[src/rtl/pdp8_kw12_pkg.sv]
// pdp8_kw12_pkg: shared definitions for the KW12 programmable real-time clock.
//   - IOT function codes carried in mb[2:0]
//   - counter mode encodings
//   - CPU major-state encodings used by the IOT decode window
//   - bit positions of the status readback word and of the CLEN control word
package pdp8_kw12_pkg;

  typedef enum logic [2:0] {
    FN_NOP  = 3'd0,
    FN_CLEN = 3'd1,
    FN_CLCF = 3'd2,
    FN_CLSK = 3'd3,
    FN_CLLB = 3'd4,
    FN_CLRC = 3'd5,
    FN_CLRS = 3'd6,
    FN_CLRB = 3'd7
  } iot_fn_e;

  // MODE_RSVD behaves exactly like MODE_FREE.
  typedef enum logic [1:0] {
    MODE_FREE   = 2'd0,
    MODE_REPEAT = 2'd1,
    MODE_SINGLE = 2'd2,
    MODE_RSVD   = 2'd3
  } mode_e;

  localparam logic [3:0] ST_F0 = 4'd0;
  localparam logic [3:0] ST_F1 = 4'd1;
  localparam logic [3:0] ST_F2 = 4'd2;
  localparam logic [3:0] ST_F3 = 4'd3;

  // Status word (CLRS): {flag, ovr, run, int_en, mode[1:0], rate[1:0], 4'b0}
  localparam int STS_FLAG    = 11;
  localparam int STS_OVR     = 10;
  localparam int STS_RUN     = 9;
  localparam int STS_INTEN   = 8;
  localparam int STS_MODE_LO = 6;
  localparam int STS_RATE_LO = 4;

  // Control word (CLEN): {int_en, run, mode[1:0], rate[1:0], unused[5:0]}
  localparam int CTL_INTEN   = 11;
  localparam int CTL_RUN     = 10;
  localparam int CTL_MODE_LO = 8;
  localparam int CTL_RATE_LO = 6;

endpackage

[src/rtl/pdp8_kw12_prescale.sv]
// pdp8_kw12_prescale: free-running prescaler that produces the counter tick.
//   clk, reset : CPU clock, synchronous active-high reset
//   run        : counting enabled; the prescaler holds while run is low
//   clr        : clear the prescaler (asserted when run goes 0->1)
//   rate       : tick every 2^(BASE_LOG2+2*rate) clocks
//   tick       : one-cycle pulse, high in the cycle the selected low bits are all ones
module pdp8_kw12_prescale #(
  parameter int BASE_LOG2 = 3
) (
  input  logic       clk,
  input  logic       reset,
  input  logic       run,
  input  logic       clr,
  input  logic [1:0] rate,
  output logic       tick
);

  localparam int PW = BASE_LOG2 + 6;

  logic [PW-1:0] cnt_q, cnt_d;
  logic [PW-1:0] mask;

  always_comb begin
    cnt_d = cnt_q;
    if (clr)
      cnt_d = '0;
    else if (run)
      cnt_d = cnt_q + PW'(1);
  end

  // Low BASE_LOG2+2*rate bits select the tick period; an empty mask
  // (BASE_LOG2=0, rate 0) ticks every clock.
  always_comb begin
    mask = '0;
    for (int i = 0; i < PW; i++)
      if (i < BASE_LOG2 + 2 * int'(rate))
        mask[i] = 1'b1;
  end

  assign tick = run && ((cnt_q & mask) == mask);

  always_ff @(posedge clk) begin
    if (reset)
      cnt_q <= '0;
    else
      cnt_q <= cnt_d;
  end

endmodule

[src/rtl/pdp8_kw12.sv]
// pdp8_kw12: programmable real-time clock on the PDP-8 IOT bus.
//   clk, reset     : CPU clock, synchronous active-high reset
//   iot, state, mb : IOT in progress, CPU major state, instruction (mb[2:0] = function)
//   io_select      : device code of the instruction (matched against DEV)
//   io_data_in     : AC contents for CLEN/CLLB
//   io_data_out    : readback (CLRC counter, CLRS status), else 0
//   io_data_avail  : io_data_out valid for the AC
//   io_selected    : device addressed (F1 && iot && io_select==DEV)
//   io_interrupt   : int_en && flag
//   io_skip        : CLSK with flag set
module pdp8_kw12
  import pdp8_kw12_pkg::*;
#(
  parameter logic [5:0] DEV       = 6'o13,
  parameter int         CTR_W     = 12,
  parameter int         BASE_LOG2 = 3
) (
  input  logic        clk,
  input  logic        reset,
  input  logic        iot,
  input  logic [3:0]  state,
  input  logic [11:0] mb,
  input  logic [5:0]  io_select,
  input  logic [11:0] io_data_in,
  output logic [11:0] io_data_out,
  output logic        io_data_avail,
  output logic        io_selected,
  output logic        io_interrupt,
  output logic        io_skip
);

  logic [CTR_W-1:0] ctr_q, ctr_d, buf_q, buf_d;
  logic             flag_q, flag_d, ovr_q, ovr_d;
  logic             run_q, run_d, int_en_q, int_en_d;
  mode_e            mode_q, mode_d;
  logic [1:0]       rate_q, rate_d;

  logic sel;
  logic do_clen, do_clcf, do_clsk, do_cllb, do_clrc, do_clrs, do_clrb;
  logic tick, tick_eff, wrap, pre_clr;
  logic [11:0] status;

  assign sel     = (state == ST_F1) && iot && (io_select == DEV);
  assign do_clen = sel && (mb[2:0] == FN_CLEN);
  assign do_clcf = sel && (mb[2:0] == FN_CLCF);
  assign do_clsk = sel && (mb[2:0] == FN_CLSK);
  assign do_cllb = sel && (mb[2:0] == FN_CLLB);
  assign do_clrc = sel && (mb[2:0] == FN_CLRC);
  assign do_clrs = sel && (mb[2:0] == FN_CLRS);
  assign do_clrb = sel && (mb[2:0] == FN_CLRB);

  assign pre_clr = do_clen && !run_q && io_data_in[CTL_RUN];

  pdp8_kw12_prescale #(.BASE_LOG2(BASE_LOG2)) u_prescale (
    .clk   (clk),
    .reset (reset),
    .run   (run_q),
    .clr   (pre_clr),
    .rate  (rate_q),
    .tick  (tick)
  );

  // A counter load/clear or a CLEN that stops the clock swallows the tick.
  assign tick_eff = tick && !do_cllb && !do_clrb && !(do_clen && !io_data_in[CTL_RUN]);
  assign wrap     = tick_eff && (&ctr_q);

  always_comb begin
    ctr_d    = ctr_q;
    buf_d    = buf_q;
    flag_d   = flag_q;
    ovr_d    = ovr_q;
    run_d    = run_q;
    int_en_d = int_en_q;
    mode_d   = mode_q;
    rate_d   = rate_q;

    if (do_clen) begin
      int_en_d = io_data_in[CTL_INTEN];
      run_d    = io_data_in[CTL_RUN];
      mode_d   = mode_e'(io_data_in[CTL_MODE_LO +: 2]);
      rate_d   = io_data_in[CTL_RATE_LO +: 2];
    end
    if (do_cllb) begin
      buf_d = io_data_in[CTR_W-1:0];
      ctr_d = io_data_in[CTR_W-1:0];
    end
    if (do_clrb)
      ctr_d = '0;

    if (tick_eff) begin
      if (wrap) begin
        case (mode_q)
          MODE_REPEAT: ctr_d = buf_q;
          MODE_SINGLE: begin
            ctr_d = buf_q;
            run_d = 1'b0;
          end
          default:     ctr_d = '0;
        endcase
      end else begin
        ctr_d = ctr_q + CTR_W'(1);
      end
    end

    // Wrap outranks CLCF; a CLCF coinciding with a wrap leaves ovr alone.
    if (wrap) begin
      flag_d = 1'b1;
      if (!do_clcf)
        ovr_d = ovr_q | flag_q;
    end else if (do_clcf) begin
      flag_d = 1'b0;
      ovr_d  = 1'b0;
    end
  end

  always_ff @(posedge clk) begin
    if (reset) begin
      ctr_q    <= '0;
      buf_q    <= '0;
      flag_q   <= 1'b0;
      ovr_q    <= 1'b0;
      run_q    <= 1'b0;
      int_en_q <= 1'b0;
      mode_q   <= MODE_FREE;
      rate_q   <= 2'd0;
    end else begin
      ctr_q    <= ctr_d;
      buf_q    <= buf_d;
      flag_q   <= flag_d;
      ovr_q    <= ovr_d;
      run_q    <= run_d;
      int_en_q <= int_en_d;
      mode_q   <= mode_d;
      rate_q   <= rate_d;
    end
  end

  always_comb begin
    status = '0;
    status[STS_FLAG]           = flag_q;
    status[STS_OVR]            = ovr_q;
    status[STS_RUN]            = run_q;
    status[STS_INTEN]          = int_en_q;
    status[STS_MODE_LO +: 2]   = mode_q;
    status[STS_RATE_LO +: 2]   = rate_q;
  end

  always_comb begin
    io_data_out = '0;
    if (do_clrc)
      io_data_out = 12'(ctr_q);
    else if (do_clrs)
      io_data_out = status;
  end

  assign io_data_avail = do_clrc || do_clrs;
  assign io_selected   = sel;
  assign io_skip       = do_clsk && flag_q;
  assign io_interrupt  = int_en_q && flag_q;

endmodule

[config.mk]
export PLATFORM = sky130hd
export DESIGN_NAME = pdp8_kw12
export DESIGN_NICKNAME = d
export VERILOG_FILES = /design/src/rtl/pdp8_kw12_pkg.sv /design/src/rtl/pdp8_kw12_prescale.sv /design/src/rtl/pdp8_kw12.sv
export SDC_FILE = /design/constraint.sdc
export NUM_CORES = 1
export LEC_CHECK = 0
export CORE_MARGIN = 2
export CORE_UTILIZATION = 55
export DETAILED_ROUTE_END_ITERATION = 10
export GPL_ROUTABILITY_DRIVEN = 0
export GPL_TIMING_DRIVEN = 0
export PLACE_DENSITY_LB_ADDON = 0.3
export SLEW_MARGIN = 10
export SYNTH_ARGS = -nofsm -noshare
export SYNTH_HDL_FRONTEND = slang
export SYNTH_SLANG_ARGS = --single-unit
[constraint.sdc]
create_clock -name clk -period 8.43 [get_ports clk]
set_input_delay 2.1075 -clock clk [delete_from_list [all_inputs] [get_ports clk]]
set_output_delay 2.1075 -clock clk [all_outputs]
set_load 0.05 [all_outputs]
# After elaboration in Yosys (flattened, before gate mapping)
# Index checks and enable logic that the tools add are counted.
[op_classes] add_sub_neg=3 magnitude_cmp=9 eq_ne=13 n_mux=24 bitwise=2 n_reduce_logical=31
[ops] operator="less-than comparator 4 x 32 -> 1 bit, first input constant" n=4
[ops] operator="two-way mux 12 bit" n=7
[ops] operator="less-than comparator 3 x 32 -> 1 bit, first input constant" n=1
[ops] operator="less-than comparator 5 x 32 -> 1 bit, first input constant" n=1
[ops] operator="logical AND 1 bit" n=19
[ops] operator="two-way mux 1 bit" n=17
[ops] operator="adder 12 x 1 -> 12 bit, second input constant" n=1
[ops] operator="equality test 3 bit, second input constant" n=4
[ops] operator="AND reduction 12 bit" n=1
[ops] operator="adder 9 x 1 -> 9 bit, second input constant" n=1
[ops] operator="bitwise AND 9 bit" n=1
[ops] operator="equality test 9 bit" n=1
[ops] operator="less-than comparator 1 x 4 -> 1 bit, first input constant" n=2
[ops] operator="equality test 3 x 2 -> 1 bit, second input constant" n=2
[ops] operator="equality test 6 x 4 -> 1 bit, second input constant" n=1
[ops] operator="zero test 1 bit" n=5
[ops] operator="adder 2 x 3 -> 4 bit, first input constant" n=1
[ops] operator="equality test 4 x 1 -> 1 bit, second input constant" n=1
[ops] operator="less-than comparator 2 x 4 -> 1 bit, first input constant" n=1
[ops] operator="OR reduction 2 bit" n=2
[ops] operator="equality test 3 x 1 -> 1 bit, second input constant" n=1
[ops] operator="nonzero test 3 bit" n=1
[ops] operator="equality test 2 x 1 -> 1 bit, second input constant" n=1
[ops] operator="equality test 2 bit, second input constant" n=1
[ops] operator="other kinds (5)" n=5
[word_totals] register_bits=41 in_bits=37 output_inout_bits=16 elab_cells=91

# Longest topological paths before layout
# Gate-level depths: netlist (run 1).
[depth] depth_word=12 ltp_mapped=10 depth_no_buf=8

# Modules after synthesis
# From an unflattened synthesis (run 1), not the netlist that was laid out.
[hier_totals] cells_unflattened=305 area_unflattened_um2=2416.1
[modules_own_cells] mod="pdp8_kw12" instances=1 cells_each=258 area_each_um2=2004.4
[modules_own_cells] mod="pdp8_kw12_prescale" instances=1 cells_each=47 area_each_um2=411.6

# Worst setup path after synthesis (run 1)
# No wires, ideal clock.
[synth_timing] path_kind="input port to output port" start="input io_select[2]" end="output io_skip" arrival_ns=4.761 required_time_ns=6.323 setup_slack_ns=1.562 path_stages=4 n_path_buf=0 cell_sequence="or4b_1 > nor3_1 > nand2_1 > nor2_1"
[synth_via] elab_chain_cells=4
[synth_lines] item="start, declared" line="pdp8_kw12.sv:23" source="input logic [5:0] io_select,"
[synth_lines] item="equality test 6 x 4 -> 1 bit" line="pdp8_kw12.sv:43" source="assign sel = (state == ST_F1) && iot && (io_select == DEV);"
[synth_lines] item="logical AND 1 bit" line="pdp8_kw12.sv:43"
[synth_lines] item="via io_selected" line="pdp8_kw12.sv:27" source="output logic io_selected,"
[synth_lines] item="logical AND 1 bit" line="pdp8_kw12.sv:46" source="assign do_clsk = sel && (mb[2:0] == FN_CLSK);"
[synth_lines] item="logical AND 1 bit" line="pdp8_kw12.sv:158" source="assign io_skip = do_clsk && flag_q;"
[synth_lines] item="end, declared" line="pdp8_kw12.sv:29" source="output logic io_skip"
# The timed path passes the listed nets, and every way through them passes these cells.

# Final worst setup path (run 1)
[layout_timing] start="input state[1]" end="output io_data_out[10]"
[layout_via] elab_chain_cells=6 word_cells_on_any_way=7
[layout_lines] item="start, declared" line="pdp8_kw12.sv:21" source="input logic [3:0] state,"
[layout_lines] item="equality test 4 x 1 -> 1 bit *" line="pdp8_kw12.sv:43"
[layout_lines] item="logical AND 1 bit * (2 in series)" line="pdp8_kw12.sv:43"
[layout_lines] item="logical AND 1 bit" line="pdp8_kw12.sv:49" source="assign do_clrs = sel && (mb[2:0] == FN_CLRS);"
[layout_lines] item="two-way mux 12 bit" line="pdp8_kw12.sv:152" source="else if (do_clrs)"
[layout_lines] item="two-way mux 12 bit *" line="pdp8_kw12.sv:150" source="if (do_clrc)"
[layout_lines] item="end, declared" line="pdp8_kw12.sv:25" source="output logic [11:0] io_data_out,"
# Mark *: on every way between the ends. The rest lies on a longest branch, timed or not.

==> results of run 1 <==
kinds of logic (layout without fill, tap and decap cells):
kind of cell / Yosys count / in the layout / share of synthesized area [%]
buffers and inverters: 25 / 73 / 5.67
adders and majority gates: 4 / 4 / 2.04
xor gates and xnor gates: 12 / 12 / 4.29
muxes: 8 / 8 / 3.27
and+or+nand+nor: 144 / 144 / 30.9
DFF: 41 / 41 / 33.5
AOI/OAI and AO/OA: 73 / 73 / 20.3
metal layers:
metal	global-route usage (%)	share of wire, %
met3	4.56	7.8
met4	6.92	1.5
met2	45.7	47
met5	0	0
met1	37.0	44
sequential cells by signal (all words and copies together), names as in the netlist:
name,flops
buf_q,12
ctr_q,12
u_prescale.cnt_q,9
mode_q,2
rate_q,2
flag_q,1
int_en_q,1
ovr_q,1
run_q,1
final cells by class:
class / instances / area (sq um)
Buffer: 19 / 116
Clock buffer: 5 / 68.8
Clock inverter: 2 / 35.0
Fill cell: 379 / 1290
Inverter: 6 / 22.5
Multi-Input combinational cell: 241 / 1490
Sequential cell: 41 / 821
Tap cell: 52 / 65.1
Timing Repair Buffer: 41 / 410
synthesized netlist by cell type (3+ instances only):
cell | number | area [sq um]
o21ai_0 | 12 | 60.1
buf_6 | 3 | 33.8
clkbuf_1 | 9 | 33.8
a31oi_1 | 6 | 37.5
a22o_1 | 8 | 70.1
inv_1 | 5 | 18.8
dfxtp_1 | 41 | 821
nand3_1 | 10 | 50.1
nor3_1 | 5 | 25.0
and2_1 | 9 | 56.3
buf_2 | 4 | 20.0
nand4_1 | 9 | 56.3
nor2_1 | 32 | 120
ha_1 | 4 | 50.1
xnor2_1 | 6 | 52.6
a21oi_1 | 19 | 95.1
o211ai_1 | 4 | 30.0
xor2_1 | 6 | 52.6
mux2i_1 | 8 | 80.1
a211oi_1 | 7 | 52.6
nand3b_1 | 3 | 22.5
nand2_1 | 48 | 180
report_power, final:
group / leakage, nW / total [mW] / switching [mW] / internal [mW]
Sequential: 0.330 / 0.194 / 0.0000447 / 0.193
Clock: 0.0540 / 0.155 / 0.0685 / 0.0861
Combinational: 0.668 / 0.0268 / 0.0125 / 0.0143
Total: 1.05 / 0.375 / 0.0811 / 0.294
metrics by stage:
stage,hold slack (ps),area [sq um],util (%),cells,setup slack [ps]
6_report,455,3030,70.1,407,990
5_1_grt,490,3030,70.1,407,891
4_1_cts,459,3030,70.1,407,1050
3_5_place_dp,448,2930,67.7,400,1060
3_3_place_gp,441,2930,67.7,400,1060
2_1_floorplan,432,2450,-,307,1560
worst min path at each step:
| stage | startpoint | end | slack (ps) | cells after the start |
|---|---|---|---|---|
| CTS | buf_q[5]$_SDFFE_PP0P_ | buf_q[5]$_SDFFE_PP0P_ | 460 | 2 |
| global placement | buf_q[5]$_SDFFE_PP0P_ | buf_q[5]$_SDFFE_PP0P_ | 440 | 2 |
| floorplan | buf_q[0]$_SDFFE_PP0P_ | buf_q[0]$_SDFFE_PP0P_ | 430 | 2 |
| finish | buf_q[5]$_SDFFE_PP0P_ | buf_q[5]$_SDFFE_PP0P_ | 460 | 2 |
| detailed placement | buf_q[5]$_SDFFE_PP0P_ | buf_q[5]$_SDFFE_PP0P_ | 450 | 2 |
| global route | buf_q[3]$_SDFFE_PP0P_ | buf_q[3]$_SDFFE_PP0P_ | 490 | 2 |
worst max-delay path, cell delays in order:
cell and delay, ps:
clkdlybuf4s50_1 420, or4b_4 560, nor4_1 600, and3_1 240, clkbuf_1 350, a22o_1 240, clkdlybuf4s50_1 810
==> results.py, run 1 <==
metrics = {
    "floorplan": {
        "die_w_um": 70.7,
        "initial_utilization_pct": 56.7,
        "core-area_sq_um": 4320,
        "io_pins": 53,
        "rows": 24,
        "dieArea_sq_um": 5000,
        "die_h_um": 70.7,
    },
    "clock_tree": {
        "cts_sinks": 41,
        "worstSkewPairLatency_ps": 290,
        "cts_root_buf": "clkbuf_8",
        "clk_pin_slew_worst_paths_ps": 70,
        "htreeDepth": 2,
        "clockBufferDepth": 2,
        "post_cts_buffers": 0,
        "cts_resized": 0,
        "cts_tree": "done",
        "cts_inserted_buffers": 5,
        "cts-hold-fix-buffers": 0,
    },
    "worst_setup_path": {
        "reg2reg_depth": 10,
        "arrival_ps": 5330,
        "crit_end": "io_data_out[10]",
        "path_class": "input port to output port",
        "r2r_start": "run_q$_SDFF_PP0_",
        "start_kind": "input port",
        "crit_required_ps": 6320,
        "rrSetupSlack_ps": 5640,
        "crit_start": "state[1]",
        "critPathMaxFanout": 9,
        "cp-end-kind": "output port",
        "r2r_end": "ovr_q$_SDFFE_PP0P_",
    },
    "timing": {
        "fin_crit_ps": 7440,
        "skew_ps": 7.86,
        "rsz0062_at_grt": "no",
        "slew_headroom_pct": 56.4,
        "setup_tns_ps": 0,
        "slew_violations": 0,
        "max_slew.worst_pin.slew_ps": 648,
        "setup_viol": 0,
        "hold_violations": 0,
        "period_share_pct": 88.3,
        "fmax_mhz": 134,
    },
    "cells_and_area": {
        "nets": 396,
        "layout_common_cells": "48 x nand2_1, 41 x dfxtp_1, 41 x clkdlybuf4s50_1",
        "final_common_cell": "nand2_1",
        "antenna_cells": 0,
        "syn2layout_area_growth_pct": 23.6,
        "drive_gt1_share_pct": 8.45,
    },
    "route": {
        "first_iter_violations": 193,
        "viasPerCell": 6.08,
        "routed_wl_mm": 6.60,
        "wire_per_inst_um": 16.2,
        "drcViolationCount": 0,
        "ant_nets": 0,
        "first_pass_iters": 5,
        "vias": 2473,
    },
    "placement": {
        "hpwl_mm": 4.77,
        "io_buffers": 41,
    },
    "synthesis": {
        "ys_seq_area_share_pct": 33.5,
        "synth_cell_types": 57,
        "synthFlopType": "dfxtp_1",
        "synth_edf_count": 0,
        "async_reset_ff_share_pct": 0,
        "syn_nets": 348,
        "yosys_warnings": 0,
        "synth-seq-cells": 41,
        "syn-cell-area_sq_um": 2450,
        "netlist_instances": 307,
        "avgSynthCellArea_sq_um": 7.98,
    },
    "grt": {
        "grt_max_degree": 13,
        "grt_pass1_vias": 2282,
        "antenna_found_initial": 0,
        "track_usage_pct": 27.4,
        "grt_pass1_wl_mm": 11.0,
        "grt.overflow.total": 0,
    },
    "job": {
        "maxCapViolations": 0,
    },
    "power": {
        "power.leakage_nw": 1.05,
        "p_total_mw": 0.375,
        "power_density_nw_per_um2": 124,
        "ir_worst_vdd_uv": 86.1,
    },
    "min_path": {
        "hold_path.class": "flip-flop to flip-flop",
    },
    "outcome": {
        "outcome": "finished, final reports clean",
    },
}
(Power assumes the default switching activity.)
==> inputs of run 2 (changes only) <==
Settings changed: SKIP_CTS_REPAIR_TIMING from default to 1.
==> results of run 2 <==
Same layout as run 1: the final DEF is identical, and so are final timing and power.
